[config.mk]
export PLATFORM = sky130hd
export DESIGN_NAME = sym_stream_tx
export DESIGN_NICKNAME = d
export VERILOG_FILES = /design/src/rtl/sym_stream_tx.sv
export SDC_FILE = /design/constraint.sdc
export NUM_CORES = 1
export LEC_CHECK = 0
export CORE_UTILIZATION = 35
export CTS_CLUSTER_DIAMETER = 40
export DETAILED_ROUTE_END_ITERATION = 7
export PLACE_DENSITY_LB_ADDON = 0.12
export SLEW_MARGIN = 10
export SYNTH_ARGS = -nofsm -noshare
export SYNTH_HDL_FRONTEND = slang
export SYNTH_SLANG_ARGS = --single-unit
[constraint.sdc]
create_clock -name clk -period 2.05 [get_ports clk]
set_clock_uncertainty 0.15 [all_clocks]
set_input_delay 0.41 -clock clk [delete_from_list [all_inputs] [get_ports clk]]
set_output_delay 0.41 -clock clk [all_outputs]
set_load 0.005 [all_outputs]
[src/rtl/sym_stream_tx.sv]
// sym_stream_tx: serializes a packed NSYM*SYMW-bit word into SYMW-bit symbols,
// symbol 0 first, with valid/last framing, hold back-pressure and a done pulse.
//
// Optional feature macro: SYM_TX_MIN_EN adds the exp_min running-minimum port.
//
// Ports:
//   clk     in   rising-edge clock
//   rst     in   asynchronous active-high reset
//   load    in   frame start request, sampled only while ready=1
//   data    in   packed frame, symbol k = data[k*SYMW +: SYMW]
//   hold    in   stall while sending
//   ready   out  idle and accepting load (combinational)
//   out     out  current symbol
//   valid   out  out carries a new symbol this cycle
//   last    out  final symbol of the frame (only with valid)
//   done    out  one-cycle frame-complete pulse
//   exp_min out  running minimum of symbols sent (SYM_TX_MIN_EN only)
module sym_stream_tx #(
   parameter int unsigned NSYM = 8,
   parameter int unsigned SYMW = 2
) (
   input  logic                 clk,
   input  logic                 rst,
   input  logic                 load,
   input  logic [NSYM*SYMW-1:0] data,
   input  logic                 hold,
   output logic                 ready,
   output logic [SYMW-1:0]      out,
   output logic                 valid,
   output logic                 last,
   output logic                 done
`ifdef SYM_TX_MIN_EN
   ,
   output logic [SYMW-1:0]      exp_min
`endif
);

   localparam int unsigned DW = NSYM * SYMW;
   localparam int unsigned CW = $clog2(NSYM + 1);

   typedef enum logic [1:0] {
      st_idle = 2'd0,
      st_send = 2'd1,
      st_done = 2'd2
   } state_t;

   state_t          state, state_n;
   logic [DW-1:0]   shift, shift_n;
   logic [CW-1:0]   cnt, cnt_n;
   logic [SYMW-1:0] out_n;
   logic            valid_n, last_n, done_n;
   logic [SYMW-1:0] sym;
   logic            final_sym;

   assign ready     = (state == st_idle);
   assign sym       = shift[SYMW-1:0];
   assign final_sym = (cnt == CW'(NSYM - 1));

`ifdef SYM_TX_MIN_EN
   logic [SYMW-1:0] min_q, min_n;
   assign exp_min = min_q;
`endif

   // State and registered outputs
   always_ff @(posedge clk or posedge rst) begin
      if (rst) begin
         state <= st_idle;
         shift <= '0;
         cnt   <= '0;
         out   <= '0;
         valid <= 1'b0;
         last  <= 1'b0;
         done  <= 1'b0;
`ifdef SYM_TX_MIN_EN
         min_q <= '1;
`endif
      end else begin
         state <= state_n;
         shift <= shift_n;
         cnt   <= cnt_n;
         out   <= out_n;
         valid <= valid_n;
         last  <= last_n;
         done  <= done_n;
`ifdef SYM_TX_MIN_EN
         min_q <= min_n;
`endif
      end
   end

   // Next-state and next-output logic
   always_comb begin
      state_n = state;
      shift_n = shift;
      cnt_n   = cnt;
      out_n   = out;
      valid_n = 1'b0;
      last_n  = 1'b0;
      done_n  = 1'b0;
`ifdef SYM_TX_MIN_EN
      min_n   = min_q;
`endif
      unique case (state)
         st_idle: begin
            if (load) begin
               shift_n = data;
               cnt_n   = '0;
               state_n = st_send;
`ifdef SYM_TX_MIN_EN
               min_n   = '1;
`endif
            end
         end
         st_send: begin
            // hold freezes out/shift/cnt; valid and last fall via defaults
            if (!hold) begin
               out_n   = sym;
               valid_n = 1'b1;
               last_n  = final_sym;
               shift_n = shift >> SYMW;
               cnt_n   = cnt + CW'(1);
`ifdef SYM_TX_MIN_EN
               if (sym < min_q) min_n = sym;
`endif
               if (final_sym) state_n = st_done;
            end
         end
         st_done: begin
            done_n  = 1'b1;
            state_n = st_idle;
         end
         default: state_n = st_idle;
      endcase
   end

endmodule

; ---- Word-level counts from Yosys, hierarchy flattened
; Index checks and enable logic that the tools add are counted.
[totals]
input_bits = 20
elab_cells = 35
regBits = 27
output_inout_bits = 6
[classes]
mux = 15
add_sub_neg = 1
reduce_logical = 5
bitwise = 1
eq_ne = 6
[op_table]
columns = operator, count
row1 = $mux W16, 2
row2 = $pmux W16 S2, 1
row3 = $mux W4, 2
row4 = $pmux W4 S2, 1
row5 = $mux W2, 3
row6 = $ne A2 B2 Y1 const B, 3
row7 = $reduce_and A3 Y1, 2
row8 = $mux W1, 5
row9 = $add A4 B1 Y4 const B, 1
row10 = $eq A4 B3 Y1 const B, 1
row11 = $pmux W2 S2, 1
row12 = $eq A2 B1 Y1 const B, 1
row13 = $eq A2 B2 Y1 const B, 1
row14 = $logic_not A2 Y1, 1
row15 = $reduce_and A2 Y1, 1
row16 = $reduce_bool A2 Y1, 1
row17 = $not A1 Y1, 1

; ---- Longest topological paths before layout
; Gate-level depths: netlist of the first run.
[logic_depth]
ltp_word = 4
ltp_mapped = 6
mapped_depth_nobuf = 4

; ---- Worst setup path before layout of the first run
; No wires, ideal clock.
[synth_path]
path_kind = register -> register
startpoint = reg state[1]
endpoint = reg shift[0]
t_required_ns = 1.775
slack_ns = 0.337
setup_time_ns = 0.125
period_less_slack_ns = 1.713
n_path_buf = 2
path_stages_with_launch = 6
arrival_ns = 1.439
path_cell_list = dfrtp_1 > clkbuf_2 > or3b_1 > nand2b_1 > buf_6 > mux2_2
[synth_via]
elab_chain_cells = 3
word_cells_on_any_way = 7
classes_between = 3 x eq/ne / 1 x mux / 3 x reduce/logical
[synth_lines]
columns = item, line
row1 = start: declaration, 47  ; state_t state, state_n;
row2 = start signal: assignment, 67  ; state <= st_idle;
row3 = start signal: assignment, 78  ; state <= state_n;
row4 = $eq A2 B1 Y1 / $logic_not A2 Y1 (equally long branches), 103  ; unique case (state)
row5 = $ne A2 B2 Y1 (no line) / $reduce_bool A2 Y1 (equally long branches), -
row6 = $reduce_and A3 Y1 (no line), -
row7 = end signal: assignment, 79  ; shift <= shift_n;
row8 = end: declaration, 48  ; logic [DW-1:0] shift, shift_n;
; Several ways; a longest one is shown, not always the timed one.
; A chain may end at the register's enable or synchronous reset.

; ---- Worst setup path after layout of the first run
[layout_path]
startpoint = reg state[0]
endpoint = out ready
[layout_via]
elab_chain_cells = 1
[layout_lines]
columns = item, line
row1 = $logic_not A2 Y1, 55  ; assign ready = (state == st_idle);
row2 = end: declaration, 27  ; output logic ready,
; No other way between the ends.

==> impl_metrics.yaml, run 1 <==
cells_and_area:
  finalNetCount: 158
  fin_area_um2: 1610
  diodes: 0
  fillers: 316
  fin_cells: 182
  utilization_pct: 47.4
  syn2layout_area_growth_pct: 27.4
  layout-drive-gt1-share_pct: 21.3
synth:
  synth_edf_count: 0
  synth_top_area_share_pct: 53.6
  syn_nets: 127
  synth-simple-area-share_pct: 12.2
  synth_area_um2: 1260
  synth_xor_area_share_pct: 0
  seq_area_frac_synth_pct: 53.6
  synth_cell_type_count: 25
  yosys_warnings: 0
  synth.area.mux_share_pct: 20.4
  synth-compound-area-share_pct: 7.74
  synth_top_family_by_area: "multiplexers"
  synthCells: 106
  synth_top_cell_by_area: "dfrtp_1"
  synth_async_sr_flop_share_pct: 100
  synth-adder-area-share_pct: 0.992
  synth_ff_type: "dfrtp_1"
  synth_area_leaders: "dfrtp_1 (54%), mux2_2 (13%), mux2i_1 (7.9%), a21oi_1 (4.4%), nor3_1 (3.2%)"
  ys_ff_latch: 27
  syn_avg_cell_area_um2: 11.9
detailed_routing:
  wirelength_um: 2380
  wl_per_cell_um: 13.0
  drtAntennaViolNets: 0
  drtIter0Drc: 23
  vias: 886
  firstDrtPassIters: 4
  drc: 0
  avgViaCountPerCell: 4.87
grt:
  grt_pass1_wl_um: 3950
  gr-usage-all-layers_pct: 14.5
  grt_pass1_vias: 873
  antenna_found_initial: 0
  grt_max_degree: 28
  grt_overflow: 0
placement:
  port_buffers: 25
  hpwl_um: 1630
  pre_cts_slack_ns: -0.218
  place_area_um2: 1560
  gp_congestion: 0.738
  dp.cells: 176
timing:
  min_period_ns: 1.98
  min_period_over_period_pct: 96.5
  rsz0062_at_grt: "no"
  fmax_mhz: 506
  maxSlewHeadroom_pct: 76.6
  worst_pin_slew_ns: 0.351
  hold_viol: 0
  slew_violations: 0
  fin_ws_ns: 0.0725
  setup_viol_count_final: 0
setup_path:
  worstPathRequired_ns: 1.49
  worstPathMaxFanout: 8
  path_buf_inv: 1
  critical_path_depth: 2
  crit_family: "buffers and inverters"
  crit_arrival_ns: 1.42
  max_stage_delay_ns: 0.50
  start_kind: "register"
  reg2reg_depth: 5
  cp-end-kind: "primary output"
  worstPathCellList: "nor2_1, clkdlybuf4s50_1"
  critPathSlowestCell: "clkdlybuf4s50_1"
  critPathKind: "register to primary output"
flow_run:
  maxCapViolations: 0
cts:
  cts_htree_levels: 1
  cts_inserted_buffers: 3
  cts_tree: "done"
  ctsHoldBuffers: 0
  cts_root_buffer: "clkbuf_4"
  path_clk_slew_ns: 0.16
  clk_path_buf_depth: 2
  clock_latency_ns: 0.33
  clkSinkCount: 27
hold_path:
  min_path_type: "input pin to async pin"
die:
  initial_core_util_pct: 37.2
  die_x_um: 62.0
  coreArea_um2: 3390
  die_h_um: 62.0
  die_area_um2: 3850
  ioPinCount: 26
  fp-row-count: 21
status:
  status: "finished, final reports clean"
pwr:
  p_leak_nw: 0.703
  pwr_density_cell_nw_per_um2: 1290
  peakVddDrop_uv: 698
## where the power goes
group | leakage, nW | switching [mW] | internal [mW]
clock | 0.0177 | 0.165 | 0.0733
sequential | 0.316 | 0.146 | 0.761
combinational | 0.369 | 0.398 | 0.531
total | 0.703 | 0.708 | 1.37
## sequential cells by signal, summed over array words and instances, names as in the netlist
name,cells
shift,16
state,2
done,1
cnt,4
out,2
valid,1
last,1
## tightest hold or removal path: cells and delay by family
| kind | cells | cell delay [ns] |
|---|---|---|
| buffers and inverters | 3 | 0.76 |
## layer usage
layer	wire [um]	global-route usage [%]	share of wire [%]
met3	75	2.90	3.2
met1	1150	18.0	49
met2	1100	23.7	46
met4	44	7.94	1.9
met5	0	0	0
## cells in the final DEF, fill, tap and decap left out, types with 2 or more instances in the layout
master,count
dfrtp_1,25
clkdlybuf4s50_1,25
mux2_2,14
a21oi_1,11
mux2i_1,10
nor3_1,8
buf_4,8
nor2_1,5
nand2_1,4
inv_1,3
nor2b_1,3
nor3b_1,3
clkbuf_4,3
o21ai_0,2
a22o_1,2
dfrtp_2,2
## final timing paths
| path | startpoint | to | slack (ns) |
|---|---|---|---|
| max | state[0] | ready | 0.07 |
| min | rst | done | 0.26 |
| max reg2reg | state[1] | shift[12] | 0.18 |
| min reg2reg | shift[14] | shift[14] | 0.37 |
| max in group asynchronous | rst | state[1] | 1.21 |
| min in group clk | shift[14] | shift[14] | 0.37 |
## synthesized netlist by cell type, drive strengths merged (2+ instances only)
cell / count
nor2: 5
buf: 5
a21oi: 11
mux2i: 10
nand2: 4
o21ai: 2
inv: 3
dfrtp: 27
nor3: 8
nor3b: 4
mux2: 14
a22o: 2
clkbuf: 2
nor2b: 3
## logic make-up (layout without fill, tap and decap cells)
family                   after synthesis  in the layout
adder cells (fa/ha/maj)                1              1
buffers and inverters                 10             40
multiplexers                          24             24
AND/OR/NAND/NOR                       27             27
AO/OA/AOI/OAI                         17             17
flip-flops                            27             27
## layout make-up
| type | instances | area, um^2 | area share [%] |
|---|---|---|---|
| well taps | 46 | 57.6 | 3.58 |
| clock buffers | 3 | 22.5 | 1.40 |
| clock inverters | 1 | 5.00 | 0.312 |
| inverters | 3 | 11.3 | 0.701 |
| repair buffers | 33 | 310 | 19.3 |
| multi-input cells | 69 | 522 | 32.5 |
| flip-flops and latches | 27 | 678 | 42.2 |
## timing repair
item,in CTS,in global routing
buffers inserted,0,2
resized for setup,1,1
gates cloned,0,0
endpoints found under the setup margin,1,1
## stage by stage
stage	TNS (ns)	hold WS [ns]	total power, mW
CTS	0	0.267	2.10
global route	0	0.328	2.25
global placement	-2.20	0.336	1.84
finish	0	0.258	2.07
floorplan	0	0.311	1.61
detailed placement	-2.65	0.332	1.86
Note: power is estimated with default switching activity, not from simulation.
==> run 2, diff against run 1 <==
--- a/config.mk
+++ b/config.mk
@@ -5,7 +5,7 @@
 export SDC_FILE = /design/constraint.sdc
 export NUM_CORES = 1
 export LEC_CHECK = 0
-export CORE_UTILIZATION = 35
+export CORE_UTILIZATION = 25
 export CTS_CLUSTER_DIAMETER = 40
 export DETAILED_ROUTE_END_ITERATION = 7
 export PLACE_DENSITY_LB_ADDON = 0.12
==> impl_metrics.yaml, run 2 (synthesized netlist as in run 1, its figures left out) <==
die:
  die_x_um: 73.0
  coreArea_um2: 4790
  fp-row-count: 25
  initial_core_util_pct: 26.4
  ioPinCount: 26
  die_area_um2: 5330
  die_h_um: 73.0
cells_and_area:
  reg_top3: "shift x16, cnt x4"
  final_common_cell: "dfrtp_1"
  multi_input_area_um2: 522
  fillers: 487
  finalNetCount: 160
  syn2layout_area_growth_pct: 33.2
  regMostFlops: "shift"
  register_area_um2: 677
  largest_reg_flops: 16
  fin_area_um2: 1680
  diodes: 0
  fin_cells: 205
  final_cell_mix: "dfrtp_1 (26), clkdlybuf4s50_1 (25), mux2_2 (14)"
  layout-drive-gt1-share_pct: 21.7
  utilization_pct: 35.1
placement:
  hpwl_um: 1760
  place_area_um2: 1630
  gp_congestion: 0.703
  pre_cts_slack_ns: -0.0778
  dp.cells: 201
  port_buffers: 25
setup_path:
  cp-end-kind: "primary output"
  worstPathRequired_ns: 1.49
  max_stage_delay_ns: 0.50
  reg2reg_from: "state[1]"
  worstPathCellList: "nor2_1, clkdlybuf4s50_1"
  crit_family: "buffers and inverters"
  rr_endpoint: "shift[1]"
  reg2reg_depth: 4
  start_kind: "register"
  worstPathMaxFanout: 8
  reg2reg_slack_ns: 0.31
  path_buf_inv: 1
  critPathKind: "register to primary output"
  crit_arrival_ns: 1.36
  critPathSlowestCell: "clkdlybuf4s50_1"
cts:
  cts_tree: "done"
  ctsHoldBuffers: 0
  cts_inserted_buffers: 3
  cts_htree_levels: 1
  clk_path_buf_depth: 2
  cts_root_buffer: "clkbuf_8"
  path_clk_slew_ns: 0.10
  clkSinkCount: 27
  clock_latency_ns: 0.28
  postCtsSetupBuffers: 0
pwr:
  p_leak_nw: 0.720
  peakVddDrop_uv: 389
  pwr_density_cell_nw_per_um2: 1320
  power_mw: 2.22
timing:
  hold_viol: 0
  maxSlewHeadroom_pct: 75.8
  rsz0062_at_grt: "no"
  tns_ns: 0
  fmax_mhz: 520
  holdWs_ns: 0.335
  setup_viol_count_final: 0
  min_period_over_period_pct: 93.9
  min_period_ns: 1.92
  worst_pin_slew_ns: 0.363
  slew_violations: 0
  fin_ws_ns: 0.125
hold_path:
  min_path_type: "input pin to async pin"
status:
  status: "finished, final reports clean"
grt:
  gr-usage-all-layers_pct: 11.4
  grt_max_degree: 28
  grt_pass1_vias: 936
  grt_overflow: 0
  grt_pass1_wl_um: 4510
  antenna_found_initial: 0
detailed_routing:
  drtAntennaViolNets: 0
  firstDrtPassIters: 4
  wl_per_cell_um: 12.9
  drtIter0Drc: 28
  drc: 0
  avgViaCountPerCell: 4.37
  wirelength_um: 2640
  vias: 895
flow_run:
  maxCapViolations: 0
[run 2: cell count changes in the layout (fill, tap and decap cells not counted)]
| cell | before | now |
|---|---|---|
| clkbuf_4 | 3 | 0 |
| buf_4 | 8 | 9 |
| clkinvlp_4 | 0 | 1 |
| dfrtp_2 | 2 | 1 |
| clkinv_2 | 1 | 0 |
| clkbuf_8 | 0 | 3 |
| buf_12 | 0 | 1 |
| dfrtp_1 | 25 | 26 |
[run 2: worst register-to-register path, cell delays in order (launching register included)]
cell      delay (ns)
dfrtp_2         0.48
or3b_1          0.42
nand2b_1        0.14
buf_12          0.14
mux2_2          0.32
[run 2: timing repair]
action / CTS / global route
endpoints found under the hold margin: 0 / 0
endpoints found under the setup margin: 0 / 1
gates resized for setup: 0 / 1
[run 2: power breakdown]
part           total, mW  internal, mW  switching [mW]  leakage (nW)
Combinational       1.00         0.581           0.420         0.381
Sequential         0.906         0.760           0.146         0.317
Clock              0.314         0.138           0.176        0.0217
Total               2.22          1.48           0.741         0.720
[run 2: final cells by class]
| cell class | instances | area share (%) |
|---|---|---|
| sequential | 27 | 40.3 |
| multi-input combinational | 69 | 31.0 |
| timing repair buffer | 35 | 20.1 |
| tap | 67 | 4.99 |
| clock buffer | 3 | 2.46 |
| clock inverter | 1 | 0.447 |
| inverter | 3 | 0.670 |
[run 2: worst max path at each step]
stage | slack (ns) | end | from | cells after the start
3_3_place_gp | -0.08 | shift[1] | load | 5
2_1_floorplan | 0.34 | shift[0] | state[1] | 5
3_5_place_dp | -0.08 | shift[1] | load | 5
6_report | 0.13 | ready | state[1] | 2
5_1_grt | 0.008 | ready | state[1] | 2
4_1_cts | 0.09 | ready | state[1] | 2
[run 2: layer usage]
| metal | wire [um] | global-route usage, % | vias to the layer above |
|---|---|---|---|
| li1 | - | - | 433 |
| met1 | 1250 | 14.5 | 441 |
| met2 | 1250 | 18.4 | 17 |
| met3 | 90 | 2.35 | 4 |
| met4 | 44 | 5.23 | 0 |
| met5 | 0 | 0 | - |
